$ cat src/rtl/spi_flash_pkg.sv
// ----------------------------------------------------------------------------
// spi_flash_pkg : opcodes, command codes, frame lengths and FSM states shared
//                 by the SPI flash writer and the quad instruction reader.
// Revision      : 1.0
// ----------------------------------------------------------------------------
`default_nettype none

package spi_flash_pkg;

  localparam logic [7:0] c_OP_WREN = 8'h06;
  localparam logic [7:0] c_OP_PP   = 8'h02;
  localparam logic [7:0] c_OP_SE   = 8'h20;
  localparam logic [7:0] c_OP_CE   = 8'hC7;
  localparam logic [7:0] c_OP_RDSR = 8'h05;

  localparam logic [7:0] c_STATUS_WIP = 8'h01;

  localparam logic [1:0] c_CMD_PROGRAM = 2'd0;
  localparam logic [1:0] c_CMD_SECTOR  = 2'd1;
  localparam logic [1:0] c_CMD_CHIP    = 2'd2;
  localparam logic [1:0] c_CMD_ILLEGAL = 2'd3;

  localparam int unsigned c_FRAME_W = 64;
  localparam int unsigned c_LEN_W   = 7;

  localparam logic [c_LEN_W-1:0] c_LEN_OPCODE  = 7'd8;
  localparam logic [c_LEN_W-1:0] c_LEN_SECTOR  = 7'd32;
  localparam logic [c_LEN_W-1:0] c_LEN_PROGRAM = 7'd64;
  localparam logic [c_LEN_W-1:0] c_LEN_POLL    = 7'd16;

  typedef enum logic [2:0] {
    S_IDLE   = 3'd0,
    S_WREN   = 3'd1,
    S_GAP    = 3'd2,
    S_OPER   = 3'd3,
    S_POLL   = 3'd4,
    S_FINISH = 3'd5,
    S_REJECT = 3'd6
  } state_t;

  // Left-justified frame for the program/erase command; address is a word address.
  function automatic logic [c_FRAME_W-1:0] oper_frame(input logic [1:0]  cmd,
                                                      input logic [23:0] address,
                                                      input logic [31:0] wdata);
    logic [23:0] byte_addr;
    byte_addr = address << 2;
    case (cmd)
      c_CMD_PROGRAM: oper_frame = {c_OP_PP, byte_addr, wdata};
      c_CMD_SECTOR:  oper_frame = {c_OP_SE, byte_addr, 32'h0};
      default:       oper_frame = {c_OP_CE, 56'h0};
    endcase
  endfunction

  function automatic logic [c_LEN_W-1:0] oper_len(input logic [1:0] cmd);
    case (cmd)
      c_CMD_PROGRAM: oper_len = c_LEN_PROGRAM;
      c_CMD_SECTOR:  oper_len = c_LEN_SECTOR;
      default:       oper_len = c_LEN_OPCODE;
    endcase
  endfunction

endpackage

`default_nettype wire

$ cat src/rtl/spi_flash_writer_shift.sv
// ----------------------------------------------------------------------------
// spi_shift_engine : mode-0 single-bit frame shifter (MSB first), 2 clk per bit,
//                    drives cs_n/sclk/mosi and captures the last 8 miso bits.
// Revision         : 1.0
// ----------------------------------------------------------------------------
`default_nettype none

module spi_shift_engine
  import spi_flash_pkg::*;
(
  input  logic                 clk,
  input  logic                 reset,
  input  logic                 load,
  input  logic [c_LEN_W-1:0]   length,
  input  logic [c_FRAME_W-1:0] tx_data,
  input  logic                 miso,
  output logic                 cs_n,
  output logic                 sclk,
  output logic                 mosi,
  output logic                 frame_done,
  output logic [7:0]           rx_byte
);

  logic                 r_active;
  logic                 r_phase_b;
  logic [c_LEN_W-1:0]   r_bits_left;
  logic [c_FRAME_W-1:0] r_shift;
  logic [6:0]           r_rx;

  always_ff @(posedge clk) begin
    if (reset) begin
      r_active    <= 1'b0;
      r_phase_b   <= 1'b0;
      r_bits_left <= '0;
      r_shift     <= '0;
      r_rx        <= '0;
    end else if (load) begin
      r_active    <= 1'b1;
      r_phase_b   <= 1'b0;
      r_bits_left <= length;
      r_shift     <= tx_data;
    end else if (r_active) begin
      if (!r_phase_b) begin
        r_phase_b <= 1'b1;
      end else begin
        // End of phase B: sample miso, advance to the next bit cell
        r_phase_b   <= 1'b0;
        r_rx        <= {r_rx[5:0], miso};
        r_shift     <= {r_shift[c_FRAME_W-2:0], 1'b0};
        r_bits_left <= r_bits_left - 7'd1;
        if (r_bits_left == 7'd1) begin
          r_active <= 1'b0;
        end
      end
    end
  end

  assign cs_n       = ~r_active;
  assign sclk       = r_active & r_phase_b;
  assign mosi       = r_active & r_shift[c_FRAME_W-1];
  // Asserted during the last phase B so the sequencer can act on the closing edge
  assign frame_done = r_active & r_phase_b & (r_bits_left == 7'd1);
  assign rx_byte    = {r_rx, miso};

endmodule

`default_nettype wire

$ cat src/rtl/spi_flash_writer.sv
// ----------------------------------------------------------------------------
// spi_flash_writer : SPI NOR program/erase master: WREN, command frame, then
//                    status polling until WIP clears or the poll limit expires.
// Revision         : 1.0
// ----------------------------------------------------------------------------
`default_nettype none

module spi_flash_writer
  import spi_flash_pkg::*;
#(
  parameter int unsigned CS_GAP     = 4,
  parameter logic [23:0] POLL_LIMIT = 24'd4_000_000
) (
  input  logic        clk,
  input  logic        reset,
  input  logic        start,
  input  logic [1:0]  cmd,
  input  logic [23:0] address,
  input  logic [31:0] wdata,
  output logic        busy,
  output logic        done,
  output logic        error,
  output logic        bus_active,
  output logic        cs_n,
  output logic        sclk,
  output logic        mosi,
  input  logic        miso,
  output logic        wp_n,
  output logic        hold_n
);

  localparam int unsigned c_GAP_W = (CS_GAP > 2) ? $clog2(CS_GAP) : 1;

  state_t               r_state;
  state_t               w_next_state;
  logic [1:0]           r_cmd;
  logic [23:0]          r_address;
  logic [31:0]          r_wdata;
  logic                 r_error;
  logic                 r_oper_pending;
  logic [23:0]          r_poll_cnt;
  logic [c_GAP_W-1:0]   r_gap_cnt;

  logic                 w_load;
  logic [c_LEN_W-1:0]   w_len;
  logic [c_FRAME_W-1:0] w_tx;
  logic                 w_frame_done;
  logic [7:0]           w_rx_byte;
  logic                 w_legal;
  logic                 w_gap_last;
  logic                 w_wip;
  logic [23:0]          w_poll_next;
  logic                 w_poll_exhausted;

  assign w_legal          = (cmd != c_CMD_ILLEGAL);
  assign w_gap_last       = (r_gap_cnt == c_GAP_W'(CS_GAP - 1));
  assign w_wip            = ((w_rx_byte & c_STATUS_WIP) != 8'h00);
  assign w_poll_next      = r_poll_cnt + 24'd1;
  assign w_poll_exhausted = (w_poll_next >= POLL_LIMIT);

  spi_shift_engine u_shift (
    .clk        (clk),
    .reset      (reset),
    .load       (w_load),
    .length     (w_len),
    .tx_data    (w_tx),
    .miso       (miso),
    .cs_n       (cs_n),
    .sclk       (sclk),
    .mosi       (mosi),
    .frame_done (w_frame_done),
    .rx_byte    (w_rx_byte)
  );

  always_ff @(posedge clk) begin
    if (reset) begin
      r_state <= S_IDLE;
    end else begin
      r_state <= w_next_state;
    end
  end

  always_comb begin
    w_next_state = r_state;
    case (r_state)
      S_IDLE:   if (start) w_next_state = w_legal ? S_WREN : S_REJECT;
      S_REJECT: w_next_state = S_FINISH;
      S_WREN:   if (w_frame_done) w_next_state = S_GAP;
      S_GAP:    if (w_gap_last) w_next_state = r_oper_pending ? S_OPER : S_POLL;
      S_OPER:   if (w_frame_done) w_next_state = S_GAP;
      S_POLL: begin
        if (w_frame_done) begin
          w_next_state = (!w_wip || w_poll_exhausted) ? S_FINISH : S_GAP;
        end
      end
      S_FINISH: w_next_state = S_IDLE;
      default:  w_next_state = S_IDLE;
    endcase
  end

  // Frames are loaded on the edge that leaves IDLE or GAP so cs_n falls with the state change
  always_comb begin
    w_load     = 1'b0;
    w_len      = c_LEN_OPCODE;
    w_tx       = {c_OP_WREN, 56'h0};
    busy       = 1'b0;
    bus_active = 1'b0;
    done       = 1'b0;
    error      = r_error;
    case (r_state)
      S_IDLE: begin
        if (start && w_legal) begin
          w_load = 1'b1;
        end
      end
      S_GAP: begin
        if (w_gap_last) begin
          w_load = 1'b1;
          if (r_oper_pending) begin
            w_len = oper_len(r_cmd);
            w_tx  = oper_frame(r_cmd, r_address, r_wdata);
          end else begin
            w_len = c_LEN_POLL;
            w_tx  = {c_OP_RDSR, 56'h0};
          end
        end
      end
      S_FINISH: done = 1'b1;
      default: ;
    endcase
    if (r_state != S_IDLE && r_state != S_FINISH) begin
      busy       = 1'b1;
      bus_active = 1'b1;
    end
  end

  always_ff @(posedge clk) begin
    if (reset) begin
      r_cmd          <= c_CMD_PROGRAM;
      r_address      <= '0;
      r_wdata        <= '0;
      r_error        <= 1'b0;
      r_oper_pending <= 1'b0;
      r_poll_cnt     <= '0;
      r_gap_cnt      <= '0;
    end else begin
      if (r_state == S_IDLE && start) begin
        r_error    <= 1'b0;
        r_poll_cnt <= '0;
        if (w_legal) begin
          r_cmd          <= cmd;
          r_address      <= address;
          r_wdata        <= wdata;
          r_oper_pending <= 1'b1;
        end
      end
      if (r_state == S_REJECT) begin
        r_error <= 1'b1;
      end
      if (r_state == S_POLL && w_frame_done) begin
        r_poll_cnt <= w_poll_next;
        if (w_wip && w_poll_exhausted) begin
          r_error <= 1'b1;
        end
      end
      if (r_state == S_GAP && w_gap_last) begin
        r_oper_pending <= 1'b0;
      end
      r_gap_cnt <= (r_state == S_GAP && !w_gap_last) ? r_gap_cnt + c_GAP_W'(1) : '0;
    end
  end

  assign wp_n   = 1'b1;
  assign hold_n = 1'b1;

endmodule

`default_nettype wire

$ cat config.mk
export PLATFORM = sky130hd
export DESIGN_NAME = spi_flash_writer
export DESIGN_NICKNAME = d
export VERILOG_FILES = /design/src/rtl/spi_flash_pkg.sv /design/src/rtl/spi_flash_writer_shift.sv /design/src/rtl/spi_flash_writer.sv
export SDC_FILE = /design/constraint.sdc
export NUM_CORES = 1
export LEC_CHECK = 0
export BUFFER_PORTS_ARGS = -buffer_cell sky130_fd_sc_hd__buf_2
export CAP_MARGIN = 20
export CORE_UTILIZATION = 28
export CTS_BUF_LIST = sky130_fd_sc_hd__clkbuf_8
export CTS_CLUSTER_DIAMETER = 40
export DETAILED_ROUTE_END_ITERATION = 7
export PLACE_DENSITY_LB_ADDON = 0.3
export SLEW_MARGIN = 20
export SYNTH_ARGS = -nofsm -noshare
export SYNTH_HDL_FRONTEND = slang
export SYNTH_SLANG_ARGS = --single-unit
$ cat constraint.sdc
create_clock -name clk -period 2.9 [get_ports clk]
set_clock_uncertainty 0.2 [all_clocks]
set_input_delay 0.435 -clock clk [delete_from_list [all_inputs] [get_ports clk]]
set_output_delay 0.435 -clock clk [all_outputs]
set_load 0.03 [all_outputs]
==> summary by stage, run 1 <==
STA
The total negative setup slack is 0 ns. The worst relative slew slack is 0.403. The setup slack after layout is 0.198 ns. The final hold violation count is 0. Setup repair after global routing left no endpoint under its margin.

The maximum frequency from static timing analysis is approximately 370 MHz. Setup violations remaining at the end of the flow were counted as 0. The share of the clock period used by the worst path is 0.932.

The clock period could shrink to 2.70 ns. The final count of pins violating max slew was 0. For the pin with the worst max-slew slack, the measured transition is 0.893 ns.

Job
Max-cap violations in this run came to 0.

Worst setup path
The worst register-to-register path ends at r_state[2]$_SDFFE_PP0P_. Data on the critical path is required at its endpoint by 3.05 ns. On the critical path, the stage with the largest delay is an instance of sky130_fd_sc_hd__a2111oi_2.

The kind of cell with the highest combined delay along the critical path is compound AO/OA/AOI/OAI gates. In this run the worst setup path terminates at r_state[2]$_SDFFE_PP0P_. The largest stage delay on the critical path is 0.44 ns. The kind of end point of the critical path is a flip-flop.

In this run the number of cells on the critical path is 9. The number of buffers and inverters on the critical path is 1. The highest fanout seen on the critical path is 7.

The worst setup path is launched from a flip-flop. The worst reg-to-reg setup slack is 0.20 ns. The worst setup path is of the flip-flop to flip-flop kind. For the worst setup path, the data arrival time is ~2.9 ns. The startpoint of the most critical setup path is r_poll_cnt[0]$_SDFFE_PP0P_. Counting cells, the worst reg-to-reg path comes to 9. The reg-to-reg startpoint is r_poll_cnt[0]$_SDFFE_PP0P_. The critical path goes through ha_1, nand3_2, buf_4, nor2_1, o2111ai_1, o311ai_1, o22ai_1, a2111oi_2, o21ai_1.

Clock network
TritonCTS built the clock tree. The maximum number of buffers from clock root to sink is 2. Clock tree synthesis selected as its root buffer the cell sky130_fd_sc_hd__clkbuf_8. The total clock buffers created by CTS is 17. The latest clock arrival within the worst-skew pair is 0.47 ns. For this design, the sink count on the clock tree is 160. The number of levels the H-tree was split into is 4.

The clock edge transition at the registers on the reported setup and hold paths is 0.10 ns.

Final layout
The area added between synthesis and finish is 21.5%. In the final layout, the share of cells above drive strength 1 is 0.144. The number of nets in the final layout is 1095. The share of the core filled with cells in the final layout is 0.346. For this run, the number of standard cells in the final layout without fillers is 1372. 0 antenna diodes ended up in the layout.

Global route
The number of global-route vias before repair was between 6000 and 7000. Entering global routing, the biggest net connects 63 pins. The initial antenna violation count is 0. The first global-routing pass estimated 29000 microns of wire.

For this run the aggregate overflow at the end of global routing stands at 0. The total global-route track usage is 0.136.

Routing
After detailed routing, the average wire length per cell comes to ~13 microns. For this run, the detailed router's first-pass iteration total came to 5. The count of nets left with antenna violations once routing finished came out at 0.

For this block, the initial DRC count from the detailed router was 384. For this block, the via count after detailed routing is about 6500. The routed via count divided by cell count is 4.76. For this block, the routed nets add up to 17300 microns of wire. After detailed routing, the number of remaining DRC violations is 0.

Die
From bottom edge to top edge, the die measures 161 microns. 71 I/O pins were placed. The core region is 25000 sq um. The die covers 26100 sq um.

Measured along the x axis, the die boundary spans 161 microns. The initial core utilization is 0.284. The number of rows created at floorplan is 58.

Pwr
The cell leakage power is 3.15 nW. The largest vdd supply drop is between 300 and 400 uV. The power per unit of standard cell area is 711 nW/um^2.

Placement
OpenSTA, run right after detailed placement, puts the worst setup slack at slightly below 0.2 ns. The number of buffers inserted by port buffering is 66. Detailed placement finished with a half-perimeter wire length of about 11000 microns. The final weighted congestion of routability-driven global placement is 0.817. Counting tap cells, the placed design contains a total of 1292 instances.

Synthesis
The flip-flop and latch count after synthesis is 160. The number of distinct library cells after synthesis is 63. Among all flip-flop cells after synthesis, the most frequent one is sky130_fd_sc_hd__dfxtp_1.

Of the synthesized area, sequential elements account for 0.450. In this run the mean area of a mapped cell was 7.56 sq um. Counting flops with an async set or reset pin after synthesis yields a share of 0. The number of warnings reported in the yosys synthesis log is 0. The number of synthesized flops with an enable pin is 0. The cell area that synthesis handed to floorplanning was approximately 7100 sq um. The number of instances in the synthesized netlist is 942.

Hold path
The min-delay analysis places its worst path in the category primary input to flip-flop.

Outcome
The flow ran to the end, and the final reports show no timing, DRC or antenna violations.
cell type report:
type / count / area, sq um
Fill cell: 2699 / 16400
Multi-Input combinational cell: 701 / 3610
Sequential cell: 160 / 3200
Timing Repair Buffer: 138 / 1010
Tap cell: 330 / 413
Clock buffer: 17 / 234
Clock inverter: 15 / 139
Inverter: 11 / 41.3
cells in the mapped netlist, types with 2 or more instances:
cell type                  instances  area (sq um)
sky130_fd_sc_hd__o21ai_0          53           265
sky130_fd_sc_hd__nand3b_1          2          15.0
sky130_fd_sc_hd__nor4b_1           2          17.5
sky130_fd_sc_hd__and2_1            4          25.0
sky130_fd_sc_hd__nand3_4           2          35.0
sky130_fd_sc_hd__inv_1            10          37.5
sky130_fd_sc_hd__nand3_1          14          70.1
sky130_fd_sc_hd__a22oi_1           4          30.0
sky130_fd_sc_hd__nand2_1         223           837
sky130_fd_sc_hd__clkbuf_1         56           210
sky130_fd_sc_hd__o21a_1            2          15.0
sky130_fd_sc_hd__ha_1              4          50.1
sky130_fd_sc_hd__a31oi_1           4          25.0
sky130_fd_sc_hd__buf_2             5          25.0
sky130_fd_sc_hd__nor4_1            4          25.0
sky130_fd_sc_hd__buf_4             3          22.5
sky130_fd_sc_hd__xor2_1            7          61.3
sky130_fd_sc_hd__a41oi_1           3          26.3
sky130_fd_sc_hd__xnor2_1           3          26.3
sky130_fd_sc_hd__or3_1             6          37.5
sky130_fd_sc_hd__o22ai_1           2          12.5
sky130_fd_sc_hd__buf_1             6          22.5
sky130_fd_sc_hd__nand4_2           2          25.0
sky130_fd_sc_hd__a311oi_1          4          35.0
sky130_fd_sc_hd__nor3_1           11          55.1
sky130_fd_sc_hd__o31ai_1           2          15.0
sky130_fd_sc_hd__and4_1            2          17.5
sky130_fd_sc_hd__dfxtp_1         160          3200
sky130_fd_sc_hd__nand4_1           7          43.8
sky130_fd_sc_hd__o21ai_1           2          10.0
sky130_fd_sc_hd__and3_1            5          31.3
sky130_fd_sc_hd__nor3_2            3          30.0
sky130_fd_sc_hd__nor4_4            3          63.8
sky130_fd_sc_hd__nor2_1          113           424
sky130_fd_sc_hd__a21oi_1         136           681
sky130_fd_sc_hd__a31o_2            2          17.5
sky130_fd_sc_hd__a211oi_1         44           330
sky130_fd_sc_hd__nand4b_1          2          17.5
placed cells by master (no fill, tap or decap), drive strengths merged, types with 2 or more instances in the layout:
cell and count:
and3 6, o41ai 2, nand3b 2, xor2 7, o31ai 2, nand4 9, a311oi 4, or3 6
a211oi 44, ha 4, a21oi 137, inv 23, o21ai 55, a41oi 3, nand3 17, a31oi 4
conb 2, a31o 2, nor2 113, and4 3, nor3 14, xnor2 3, o21a 2, o22ai 2
dfxtp 160, nor4 7, buf 90, and2 6, nand4b 2, clkbuf 17, nor4b 2, dlygate4sd3 48
nand2 223, clkinvlp 2, a22oi 4
worst register-to-register path: cells and delay by family, from the launching register on:
family	cells	cell delay, ns
and+or+nand+nor	2	0.31
buffers and inverters	1	0.19
DFF	1	0.42
AOI/OAI and AO/OA	5	1.24
adders and majority gates	1	0.23
worst min-delay path by stage:
stage                                       endpoint  cells after the start                     from  slack (ns)
final                       r_wdata[14]$_SDFFE_PP0P_                      3                wdata[14]        0.03
after global routing      r_address[10]$_SDFFE_PP0P_                      3              address[10]       0.002
after CTS                   r_wdata[29]$_SDFFE_PP0P_                      3                wdata[29]      0.0004
after detailed placement     r_gap_cnt[0]$_SDFF_PP0_                      1  r_gap_cnt[0]$_SDFF_PP0_        0.23
after global placement       r_gap_cnt[0]$_SDFF_PP0_                      1  r_gap_cnt[0]$_SDFF_PP0_        0.22
after floorplan              r_gap_cnt[0]$_SDFF_PP0_                      1  r_gap_cnt[0]$_SDFF_PP0_        0.20
power by group:
part / internal (mW) / total (mW) / switching, mW
Clock: 0.638 / 1.60 / 0.958
Combinational: 0.624 / 1.73 / 1.10
Sequential: 2.58 / 2.83 / 0.250
Total: 3.84 / 6.15 / 2.31
sequential cells by signal (all words and copies together), names as in the netlist:
signal               flops
u_shift.r_phase_b        1
u_shift.r_active         1
r_cmd                    2
r_wdata                 32
r_address               22
u_shift.r_shift         64
error                    1
r_gap_cnt                2
u_shift.r_bits_left      7
r_oper_pending           1
r_poll_cnt              24
r_state                  3
repair_timing:
action	CTS	global route
buffers inserted	0	0
resized for setup	0	0
hold buffers	46	2
hold endpoints to repair	46	2
cell families after synthesis:
kind of cell / count (synthesis) / synth area share
mux: 2 / 0.00299
simple gates: 414 / 0.258
buf+inv: 82 / 0.0467
xor+xnor: 10 / 0.0123
flops: 160 / 0.450
fa+ha+maj: 4 / 0.00703
other cells: 1 / 0.000527
compound gates: 269 / 0.222
through the flow:
step	hold WS [ns]	power (mW)	area [sq um]
floorplan	0.205	4.08	7130
global placement	0.218	4.56	7800
detailed placement	0.231	4.58	7800
CTS	0.000421	6.25	8630
global route	0.00207	6.60	8650
finish	0.0299	6.15	8650
per-layer routing:
layer / up-vias / part of all wire / wire length (microns) / GRT usage
li1: 3407 / - / - / -
met1: 3023 / 0.50 / 8620 / 0.175
met2: 91 / 0.46 / 7940 / 0.226
met3: 9 / 0.030 / 513 / 0.0290
met4: 0 / 0.011 / 189 / 0.0450
met5: - / 0 / 0 / 0
(Power assumes the default switching activity.)
==> run 2: changes to the inputs <==
ABC_AREA = 1   (was unset)
clock period = 2.65 ns   (was 2.9 ns; I/O delays follow)
==> run 2 against run 1 <==
Count of clock-buffer cells in the layout is the same. Total power increased by 18%. Combinational power increased by 20%. Clock power up 21%. Sequential power rose by 14%. Sequential share of layout area decreased by 0.95 points. Critical endpoint is now r_state[0]$_SDFFE_PP0P_. Highest routed layer unchanged.
==> summary by stage, run 2 <==
Pwr
The cell leakage power is 3.64 nW (+16%). The share of power burned in the clock network came to 0.267 (+0.008). The power per unit of standard cell area is 814 nW/um^2 (+15%). The switching power summed over all nets is 2.76 mW (+19%).

The switching share of power is 0.382 (+0.00611). The combinational fraction of design power is 0.288 (+0.007). The share of power burned in registers came to 0.445 (-0.015).

The total power is 7.23 mW (+18%). The internal power came to 4.47 mW (+16%). The largest vdd supply drop is 426 uV (+9.6%).

Clock network
The total clock buffers created by CTS is 17 (unchanged). The number of levels the H-tree was split into is 4 (unchanged). The tree is rooted in a sky130_fd_sc_hd__clkbuf_8.

The number of cells upsized or downsized after cts is 0 (unchanged). The maximum number of buffers from clock root to sink is 2 (unchanged). The number of clock sinks came to 160 (unchanged). The TritonCTS clock tree is done. The number of buffers added for setup after CTS is 0 (unchanged). The clock edge transition at the registers on the reported setup and hold paths came to 0.10 ns (about the same). The latest clock arrival within the worst-skew pair was 0.46 ns (about the same).

Routing
The routed via count divided by cell count is 4.59 (-3.6%). The first-pass detailed-route iteration total came to 4 (-1). The post-detailed-routing wire length is 17900 microns (+3.9%). The wire length per cell is 12.4 microns (-1.8%). The first-iteration detailed-routing DRC count is 351 (-8.6%). The post-route antenna net violation count came to 0 (unchanged). The post-detailed-route DRC marker count is 0 (unchanged). The total number of vias is 6658 (+2.0%).

STA
Setup repair after global routing left no endpoint under its margin. The final count of negative-setup-slack endpoints is 0 (unchanged). The total negative setup slack came to 0 ns (unchanged).

The slew at the pin closest to its max-slew limit came to 0.565 ns (-0.328 ns). The maximum frequency from static timing analysis is 410 MHz (+11%). The final hold violation count is 0 (unchanged). The final count of pins violating max slew is 0 (unchanged). The minimum clock period after layout is 2.44 ns (-0.265 ns). The worst relative slew slack is 0.623 (+0.220). The share of the clock period used by the worst path was 0.920 (-0.0121).

Worst setup path
The startpoint of the most critical setup path is r_poll_cnt[0]$_SDFFE_PP0P_. The number of cells on the worst reg-to-reg path is 14 (+5). The highest fanout seen on the critical path is 7 (unchanged). The reg-to-reg startpoint is r_poll_cnt[0]$_SDFFE_PP0P_. The required time of the worst setup path is 2.78 ns (-0.27 ns).

The worst setup path is of the flip-flop to flip-flop kind. The data arrival at the endpoint of the critical path is 2.56 ns (-0.29 ns). The reg-to-reg endpoint is r_state[0]$_SDFFE_PP0P_. The worst setup path is launched from a flip-flop. In this run the worst setup path terminates at r_state[0]$_SDFFE_PP0P_. The worst reg-to-reg setup slack came to 0.21 ns (+0.02 ns).

The worst setup path is captured at a flip-flop.

Job
The number of maximum-capacitance constraint violations was 0 (unchanged).

Final layout
The share of the core filled with cells in the final layout is 0.352 (+0.00609). The total of fill cells in the finished design is 2746 (+1.7%). The number of flip-flops under the largest register name is 64 (unchanged). The library cell used most frequently in the layout, excluding fill and tap cells, is sky130_fd_sc_hd__nand2_1. The area added between synthesis and finish is 22.6%. In the final layout, the registers with the most flip-flops are u_shift.r_shift: 64 flops, r_wdata: 32 flops, r_poll_cnt: 24 flops. In the layout the commonest cells are sky130_fd_sc_hd__nand2_1, sky130_fd_sc_hd__dfxtp_1, sky130_fd_sc_hd__nor2_1, sky130_fd_sc_hd__o21ai_0, sky130_fd_sc_hd__inv_1. The proportion of layout cells with a drive suffix above 1 is 0.142 (-0.00212). The number of nets in the final layout came to 1174 (+7.2%).

The number of diodes added for antenna fixing is 0 (unchanged). The register with the most flip-flops is u_shift.r_shift.

Outcome
The run finished with clean final reports.

Placement
The half-perimeter wire length of the detailed placement result is 11000 microns (+2.9%). The number of buffers inserted by port buffering came to 66 (unchanged). The final weighted congestion of routability-driven global placement is 0.851 (+4.1%).

Synthesis
The simple-gate area share of the yosys netlist is 0.254 (-0.00398). The number of warnings reported in the yosys synthesis log is 0 (unchanged). The flip-flop and latch count after synthesis was 160 (unchanged). After synthesis, the largest family of logic cells by area is simple AND/OR/NAND/NOR gates. The portion of the post-synthesis area used by sequential elements came to 0.442 (-0.00754). The most used flip-flop cell after synthesis is sky130_fd_sc_hd__dfxtp_1.

The number of distinct library cells after synthesis was 44 (-30%). The multiplexer share of the synthesized area is 0 (-0.00299). Ranked by total cell area, the synthesized netlist is headed by sky130_fd_sc_hd__dfxtp_1, sky130_fd_sc_hd__nand2_1, sky130_fd_sc_hd__o21ai_0. The share of the synthesized area in compound gates (AO/OA/AOI/OAI) is 0.196 (-0.0264). The mapped cell area is 7240 sq um (+1.7%). In the post-synthesis netlist, the cell with the most instances is sky130_fd_sc_hd__nand2_1. The fraction of the mapped netlist area in adder cells was 0.00691 (-0.000118). The xor-xnor portion of the synthesized cell area is 0.0133 (+0.00100). The commonest cells after synthesis are sky130_fd_sc_hd__nand2_1, sky130_fd_sc_hd__dfxtp_1, sky130_fd_sc_hd__nor2_1.

The number of synthesized flops with an enable pin came to 0 (unchanged). The share of Yosys cell area claimed by the top area cell type is 0.442 (-0.00754). The average size of a mapped cell is 7.18 sq um (-5.0%). The proportion of synthesized flip-flops having asynchronous set or reset is 0 (unchanged). The biggest area contributor in the post-synthesis netlist is sky130_fd_sc_hd__dfxtp_1. The number of instances in the synthesized netlist came to 1009 (+7.1%).

Die
The area of the core is 25300 sq um (+0.87%). The width of the chip came to 163 microns (+0.84%). The initial core utilization came to 0.287 (+0.00235).

The total die area was 26500 sq um (+1.7%). The count of pins on the block boundary came to 71 (unchanged). The number of rows created at floorplan is 58 (unchanged). The height of the die was 163 microns (+0.84%).

Global route
The number of global-route vias before repair is 6351 (+5.8%). The residual overflow from global routing is 0 (unchanged). The largest net degree at the start of global routing is 64 (+1.6%).

The global-route wire length before repair is 30500 microns (+5.3%). The initial antenna violation count is 0 (unchanged). The total global-route track usage was 0.141 (+0.00453).

Hold path
The type of the worst min-delay path is primary input to flip-flop.
## run 2: cell types whose count changed in the layout (fill, tap and decap cells not counted), sizes merged, moves of 8 or more
cell	delta
nand2	-8
buf	-8
nand3	+9
a211oi	-37
inv	+78
nor3	-8
o221ai	+18
o21ai	+83
nor2	+55
a21oi	-57
## run 2: final cells by class
cell class,count,area [sq um],area share
Clock buffer,17,234,0.0263
Clock inverter,15,194,0.0218
Inverter,94,355,0.0400
Multi-Input combinational cell,699,3430,0.386
Sequential cell,160,3200,0.361
Tap cell,330,413,0.0465
Timing Repair Buffer,136,1050,0.119
## run 2: worst min path at each step
stage,cells after the start,from,end
after global placement,1,r_gap_cnt[0]$_SDFF_PP0_,r_gap_cnt[0]$_SDFF_PP0_
final,3,miso,error$_SDFF_PP0_
after floorplan,1,r_gap_cnt[0]$_SDFF_PP0_,r_gap_cnt[0]$_SDFF_PP0_
after detailed placement,1,r_gap_cnt[0]$_SDFF_PP0_,r_gap_cnt[0]$_SDFF_PP0_
after CTS,3,miso,error$_SDFF_PP0_
after global routing,3,miso,error$_SDFF_PP0_
## run 2: kinds of logic (layout without fill, tap and decap cells)
kind of cell	after synthesis	in the layout
xor gates and xnor gates	11	11
buffers and inverters	152	262
and+or+nand+nor	425	426
AOI/OAI and AO/OA	256	256
adders and majority gates	4	4
DFF	160	160
other	1	2
## run 2: stage by stage
step | hold WS (ns) | area (sq um) | std cells | worst slack, ns
finish | 0.0476 | 8880 | 1451 | 0.213
global route | 0.0588 | 8880 | 1451 | 0.0251
CTS | 0.0265 | 8870 | 1450 | 0.0938
detailed placement | 0.223 | 7900 | 1364 | 0.0925
global placement | 0.220 | 7900 | 1364 | 0.172
floorplan | 0.207 | 7250 | 1010 | 0.238
## run 2: routing by layer
| metal | global-route usage | vias up | share of wire |
|---|---|---|---|
| li1 | - | 3474 | - |
| met5 | 0 | - | 0 |
| met1 | 0.187 | 3068 | 0.49 |
| met4 | 0.0336 | 0 | 0.0080 |
| met2 | 0.232 | 106 | 0.47 |
| met3 | 0.0283 | 10 | 0.038 |
## run 2: power by group through the flow
| stage | logic [mW] | clock network [mW] | registers [mW] |
|---|---|---|---|
| 2_1_floorplan | 1.55 | 0 | 3.20 |
| 3_3_place_gp | 1.98 | 0 | 3.26 |
| 3_5_place_dp | 2.01 | 0 | 3.27 |
| 4_1_cts | 2.09 | 2.00 | 3.22 |
| 5_1_grt | 2.37 | 2.10 | 3.29 |
| 6_report | 2.08 | 1.93 | 3.22 |
## run 2: worst max-delay path, cell delays in order, from the launching register on
cell	delay, ns
sky130_fd_sc_hd__dfxtp_1	0.42
sky130_fd_sc_hd__ha_1	0.25
sky130_fd_sc_hd__nand3_1	0.13
sky130_fd_sc_hd__nor2_4	0.20
sky130_fd_sc_hd__nand3_2	0.13
sky130_fd_sc_hd__nand2_1	0.08
sky130_fd_sc_hd__nand2_1	0.06
sky130_fd_sc_hd__a21oi_1	0.15
sky130_fd_sc_hd__nand3_1	0.12
sky130_fd_sc_hd__nand3_1	0.17
sky130_fd_sc_hd__nand3_1	0.10
sky130_fd_sc_hd__nand2_1	0.10
sky130_fd_sc_hd__nand2_1	0.06
sky130_fd_sc_hd__nand2_1	0.07
sky130_fd_sc_hd__a21oi_2	0.05
## run 2: timing repair
| item | CTS | global route |
|---|---|---|
| endpoints found under the hold margin | 54 | 0 |
| endpoints found under the setup margin | 0 | 48 |
| hold buffers | 54 | 0 |
